File: config.mk
export PLATFORM = sky130hd
export DESIGN_NAME = uart_transmitter
export DESIGN_NICKNAME = d
export VERILOG_FILES = /design/src/rtl/uart_pkg.sv /design/src/rtl/uart_baud_gen.sv /design/src/rtl/uart_transmitter.sv
export SDC_FILE = /design/constraint.sdc
export NUM_CORES = 1
export LEC_CHECK = 0
export ABC_AREA = 0
export CAP_MARGIN = 40
export CELL_PAD_IN_SITES_DETAIL_PLACEMENT = 1
export CELL_PAD_IN_SITES_GLOBAL_PLACEMENT = 1
export CORE_UTILIZATION = 39
export DETAILED_ROUTE_END_ITERATION = 6
export PLACE_DENSITY_LB_ADDON = 0.1
export SLEW_MARGIN = 20
export SYNTH_ARGS = -nofsm -noshare
export SYNTH_HDL_FRONTEND = slang
export SYNTH_HIERARCHICAL = 1
export SYNTH_SLANG_ARGS = --single-unit
File: constraint.sdc
create_clock -name clk -period 3.33 [get_ports clk]
set_input_delay 0.666 -clock clk [delete_from_list [all_inputs] [get_ports clk]]
set_output_delay 0.666 -clock clk [all_outputs]
set_load 0.03 [all_outputs]
File: src/rtl/uart_pkg.sv
// Shared UART definitions: FSM state encoding, bit-period helper and
// framing constants. Used by the transmitter and by the receiver.
package uart_pkg;

  typedef enum logic [2:0] {
    IDLE,
    START,
    DATA,
    PARITY,
    STOP
  } uart_state_t;

  localparam int   DATA_BITS  = 8;
  localparam logic IDLE_LEVEL = 1'b1;

  // Clock cycles per serial bit, integer-truncated.
  function automatic int clks_per_bit(input int clock_freq, input int baud_rate);
    return clock_freq / baud_rate;
  endfunction

endpackage

File: src/rtl/uart_baud_gen.sv
// Bit-period counter.
//   clk, rst     : clock, synchronous active-high reset
//   restart      : holds the counter at 0 (period starts on the first cycle
//                  after restart drops)
//   half         : use a half bit period (mid-bit sampling in a receiver)
//   count        : cycle index within the current period
//   bit_done     : one-cycle pulse on the last cycle of each period
module uart_baud_gen #(
  parameter int CLKS_PER_BIT = 5208
) (
  input  logic        clk,
  input  logic        rst,
  input  logic        restart,
  input  logic        half,
  output logic [15:0] count,
  output logic        bit_done
);

  localparam logic [15:0] FULL_LAST = 16'(CLKS_PER_BIT - 1);
  localparam logic [15:0] HALF_LAST = 16'(CLKS_PER_BIT / 2 - 1);

  logic [15:0] last;

  assign last = half ? HALF_LAST : FULL_LAST;
  // >= so that switching to the half period mid-count still terminates.
  assign bit_done = !restart && (count >= last);

  always_ff @(posedge clk) begin
    if (rst || restart)     count <= '0;
    else if (count >= last) count <= '0;
    else                    count <= count + 16'd1;
  end

endmodule

File: src/rtl/uart_transmitter.sv
// UART transmitter: one byte per valid/ready handshake, serialised as
// start bit, 8 data bits LSB-first, optional parity bit, 1 or 2 stop bits.
//   clk, rst      : clock, synchronous active-high reset
//   enable        : gates acceptance of new frames only
//   tx_data       : byte, latched on handshake
//   tx_valid      : tx_data valid
//   tx_ready      : idle and enabled (combinational)
//   Tx            : registered serial line, idle high
//   busy          : frame in flight
//   bits_sent     : index of the bit on Tx (0 start, 1..8 data, 9 parity, then stop)
//   BAUD_counter  : cycle index within the current bit
module uart_transmitter
  import uart_pkg::*;
#(
  parameter int BAUD_RATE  = 9600,
  parameter int CLOCK_FREQ = 50000000,
  parameter int PARITY_EN  = 1,
  parameter int PARITY_ODD = 0,
  parameter int STOP_BITS  = 1
) (
  input  logic        clk,
  input  logic        rst,
  input  logic        enable,
  input  logic [7:0]  tx_data,
  input  logic        tx_valid,
  output logic        tx_ready,
  output logic        Tx,
  output logic        busy,
  output logic [3:0]  bits_sent,
  output logic [15:0] BAUD_counter
);

  localparam int CPB = clks_per_bit(CLOCK_FREQ, BAUD_RATE);

  if (CPB < 2 || CPB > 65535) begin : g_bad_cpb
    $error("uart_transmitter: CLOCK_FREQ/BAUD_RATE must be in 2..65535");
  end
  if (STOP_BITS != 1 && STOP_BITS != 2) begin : g_bad_stop
    $error("uart_transmitter: STOP_BITS must be 1 or 2");
  end

  uart_state_t state_q, state_d;
  logic [7:0]  shift_q, shift_d;
  logic        par_q, par_d;
  logic        tx_q, tx_d;
  logic [3:0]  bits_q, bits_d;
  logic        stop_q, stop_d;
  logic        bit_done;
  logic        xfer;

  uart_baud_gen #(.CLKS_PER_BIT(CPB)) u_baud (
    .clk      (clk),
    .rst      (rst),
    .restart  (state_q == IDLE),
    .half     (1'b0),
    .count    (BAUD_counter),
    .bit_done (bit_done)
  );

  // rst is folded in so ready stays low while reset is held.
  assign tx_ready  = (state_q == IDLE) && enable && !rst;
  assign xfer      = tx_valid && tx_ready;
  assign Tx        = tx_q;
  assign busy      = (state_q != IDLE);
  assign bits_sent = bits_q;

  always_ff @(posedge clk) begin
    if (rst) begin
      state_q <= IDLE;
      shift_q <= '0;
      par_q   <= 1'b0;
      tx_q    <= IDLE_LEVEL;
      bits_q  <= '0;
      stop_q  <= 1'b0;
    end else begin
      state_q <= state_d;
      shift_q <= shift_d;
      par_q   <= par_d;
      tx_q    <= tx_d;
      bits_q  <= bits_d;
      stop_q  <= stop_d;
    end
  end

  // Tx is registered, so each transition loads the level of the bit that
  // the next state will present.
  always_comb begin
    state_d = state_q;
    shift_d = shift_q;
    par_d   = par_q;
    tx_d    = tx_q;
    bits_d  = bits_q;
    stop_d  = stop_q;
    unique case (state_q)
      IDLE: begin
        tx_d   = IDLE_LEVEL;
        bits_d = '0;
        if (xfer) begin
          shift_d = tx_data;
          par_d   = (^tx_data) ^ 1'(PARITY_ODD);
          tx_d    = 1'b0;
          state_d = START;
        end
      end
      START: begin
        if (bit_done) begin
          tx_d    = shift_q[0];
          bits_d  = bits_q + 4'd1;
          state_d = DATA;
        end
      end
      DATA: begin
        if (bit_done) begin
          shift_d = shift_q >> 1;
          bits_d  = bits_q + 4'd1;
          if (bits_q == 4'(DATA_BITS)) begin
            if (PARITY_EN != 0) begin
              tx_d    = par_q;
              state_d = PARITY;
            end else begin
              tx_d    = IDLE_LEVEL;
              stop_d  = 1'b0;
              state_d = STOP;
            end
          end else begin
            tx_d = shift_q[1];
          end
        end
      end
      PARITY: begin
        if (bit_done) begin
          tx_d    = IDLE_LEVEL;
          bits_d  = bits_q + 4'd1;
          stop_d  = 1'b0;
          state_d = STOP;
        end
      end
      STOP: begin
        if (bit_done) begin
          tx_d = IDLE_LEVEL;
          if (stop_q == 1'(STOP_BITS - 1)) begin
            bits_d  = '0;
            state_d = IDLE;
          end else begin
            stop_d = stop_q + 1'b1;
            bits_d = bits_q + 4'd1;
          end
        end
      end
      default: begin
        tx_d    = IDLE_LEVEL;
        state_d = IDLE;
      end
    endcase
  end

endmodule
==> flow_metrics.env <==
export IMPL_synth_most_common_cell="dfxtp_1"
export IMPL_port_buffers=34
export IMPL_power_switching_uw=200
export IMPL_p_sw_share_pct=22.4
export IMPL_dp_hpwl_um=3100
export IMPL_power_density_nw_per_um2=368
export IMPL_cpPeakStageDelay_ns=0.70
export IMPL_numCtsBuffers=5
export IMPL_viasPerCell=5.01
export IMPL_vias=1593
export IMPL_core_area_um2=4720
export IMPL_die_area_um2=5180
export IMPL_hold_depth=1
export IMPL_ys_warn_count=6
export IMPL_rsz0062_at_grt="no"
export IMPL_ys_seq_area_share_pct=34.6
export IMPL_hold_class="reg -> reg"
export IMPL_layoutNonFillerInstCount=318
export IMPL_antenna_cells=0
export IMPL_synth_top_cells_by_area="dfxtp_1 35%, ha_1 7.9%, xnor2_1 7.8%"
export IMPL_final_util_pct=51.2
export IMPL_grt_pass1_vias=1542
export IMPL_critical_path_arrival_ns=2.20
export IMPL_use_met2_pct=30.5
export IMPL_ant_nets=0
export IMPL_combPwrFrac_pct=9.9
export IMPL_grt_pass1_wl_um=7440
export IMPL_grt_overflow=0
export IMPL_row_count=25
export IMPL_max_freq_mhz=349
export IMPL_tightestPinTransition_ns=0.602
export IMPL_first_pass_iters=4
export IMPL_setup_viol=0
export IMPL_end_kind="primary output"
export IMPL_finalWeightedCongestion=0.692
export IMPL_cts_sinks=33
export IMPL_clk_pin_slew_ns=0.07
export IMPL_synthCells=210
export IMPL_report_final_slew_viol_count=0
export IMPL_busiest_layer="met2"
export IMPL_h_tree_depth=2
export IMPL_seqPwrFrac_pct=45.9
export IMPL_path_delay_family="simple AND/OR/NAND/NOR gates"
export IMPL_drive_gt1_share_pct=9.56
export IMPL_fin_setup_tns_ns=0
export IMPL_yosysTopAreaCell="dfxtp_1"
export IMPL_place_inst=310
export IMPL_syn2layout_area_growth_pct=26.6
export IMPL_clockBufferDepth=2
export IMPL_ys_types=48
export IMPL_antenna_found_initial=0
export IMPL_post_drt_wl_per_cell_um=13.5
export IMPL_outcome="completed"
export IMPL_crit_cells=3
export IMPL_cp_slowest_cell="clkdlybuf4s50_1"
export IMPL_cp_cell_sequence="or3_1 -> nor3b_1 -> clkdlybuf4s50_1"
export IMPL_p_int_uw=690
export IMPL_gr_usage_met1_pct=23.6
export IMPL_post_cts_buffers=0
export IMPL_synth_edff_count=0
export IMPL_cts_root_buf="clkbuf_8"
export IMPL_yosysTopAreaCellShare_pct=34.6
export IMPL_cp_required_ns=2.66
export IMPL_worst_setup_path_type="reg -> out"
export IMPL_r2r_cells=9
export IMPL_layout_min_cycle_time_ns=2.87
export IMPL_die_h_um=72.0
export IMPL_nFillCells=565
export IMPL_grt_max_degree=21
export IMPL_p_clk_share_pct=44.2
export IMPL_ys_flop_type="dfxtp_1"
export IMPL_fin_worst_skew_ns=0.00802
export IMPL_drc=0
export IMPL_cts_tree="done"
export IMPL_vdd_drop_max_mv=0.261
export IMPL_critPathMaxFanout=11
export IMPL_io_pins=35
export IMPL_leakagePower_uw=0.000820
export IMPL_wl_um=4300
export IMPL_netlist_area_um2=1910
export IMPL_track_usage_pct=18.7
export IMPL_cts_hold_buffers=0
export IMPL_path_buf_inv=1
export IMPL_hold_viol_final=0
export IMPL_die_width_um=72.0
export IMPL_max_slew_margin_pct=59.8
export IMPL_async_flop_share_pct=0
export IMPL_fin_nets=274
export IMPL_synth_seq_cells=33
export IMPL_yosys_top_cells_count="33 x dfxtp_1, 19 x nor3_1, 18 x nor2_1"
export IMPL_clkLatencyLatePin_ns=0.28
export IMPL_post_cts_resize_count=0
export IMPL_cap_violations=0
export IMPL_start_util_pct=40.4
export IMPL_start_kind="flip-flop"
export IMPL_finalCritPeriodShare_pct=86.2
export IMPL_synth_area_per_cell_um2=9.09
export IMPL_drt_iter0_drc=33
export IMPL_met3_usage_pct=5.97
[power by group through the flow]
stage | registers [uW] | logic [uW] | clock network (uW)
after floorplan | 419 | 57.1 | 0
after global placement | 417 | 86.4 | 0
after detailed placement | 417 | 88.0 | 0
after CTS | 408 | 89.0 | 408
after global routing | 409 | 97.6 | 428
final | 408 | 88.4 | 393
[final timing paths]
kind                                end  slack (ns)                       start
max                            tx_ready        0.46     state_q[2]$_SDFFE_PP0P_
min          u_baud/count[0]$_SDFF_PP0_        0.49  u_baud/count[0]$_SDFF_PP0_
max reg2reg   bits_sent[2]$_SDFFE_PP0P_        0.60  u_baud/count[3]$_SDFF_PP0_
min reg2reg  u_baud/count[0]$_SDFF_PP0_        0.49  u_baud/count[0]$_SDFF_PP0_
[kinds of logic after synthesis]
group                    after synthesis  synth area share, %
multiplexers                           9                 4.78
other                                  2                0.393
AO/OA/AOI/OAI                         36                 14.7
flip-flops                            33                 34.6
adder cells (fa/ha/maj)               13                 8.39
buffers and inverters                 19                 6.36
XOR/XNOR                              20                 9.17
AND/OR/NAND/NOR                       78                 21.6
[worst register-to-register path: stages, from the launching register on]
cell and delay [ns]:
dfxtp_1 0.47, ha_1 0.24, a211oi_1 0.07, or3_4 0.40
a2111oi_4 0.36, o21ba_2 0.29, inv_1 0.13, nor3_1 0.42
nand3b_1 0.13, a21oi_1 0.15
[state kept, by name, indices dropped and copies added (netlist names)]
name / cells
Tx: 1
u_baud/count: 16
bits_sent: 4
shift_q: 8
state_q: 3
par_q: 1
[layout by cell type (no fill, tap or decap), types with 2 or more instances in the layout]
| cell | netlist | routed |
|---|---|---|
| nor3b_1 | 3 | 2 |
| clkbuf_8 | 0 | 6 |
| a21o_1 | 2 | 2 |
| nand2_1 | 8 | 8 |
| conb_1 | 2 | 8 |
| nor2_1 | 18 | 18 |
| nand4_1 | 2 | 2 |
| nor2_2 | 2 | 2 |
| xor2_1 | 3 | 3 |
| buf_4 | 1 | 3 |
| nor3_1 | 19 | 19 |
| a211oi_2 | 2 | 2 |
| clkdlybuf4s50_1 | 0 | 34 |
| nand3b_1 | 2 | 2 |
| a211oi_1 | 9 | 9 |
| xnor2_1 | 17 | 17 |
| nand3_1 | 10 | 10 |
| o21ai_0 | 5 | 5 |
| nor4_1 | 3 | 3 |
| a21oi_1 | 9 | 9 |
| inv_1 | 8 | 8 |
| nand4b_1 | 2 | 2 |
| mux2i_1 | 8 | 8 |
| dfxtp_1 | 33 | 33 |
| ha_1 | 12 | 12 |
[layout make-up]
class	instances	area (um2)	area share [%]
clock buffer	7	86.3	3.57
clock inverter	1	30.0	1.24
inverter	9	38.8	1.60
multi-input combinational	164	1150	47.8
sequential	33	661	27.3
tap	67	83.8	3.47
timing repair buffer	37	363	15.0
[stage by stage]
stage / hold slack (ns) / instance area [um2] / worst slack [ns] / total power (uW)
finish: 0.487 / 2420 / 0.461 / 890
global placement: 0.477 / 2300 / 0.639 / 504
floorplan: 0.475 / 1930 / 0.557 / 476
global route: 0.513 / 2420 / 0.363 / 935
CTS: 0.496 / 2420 / 0.444 / 905
detailed placement: 0.485 / 2300 / 0.617 / 505
[routing by layer]
metal / routed length (um) / part of all wire (%)
met5: 0 / 0
met4: 32 / 0.74
met3: 106 / 2.5
met2: 2040 / 48
met1: 2120 / 49
No activity file was read; power rests on OpenSTA's default activity.
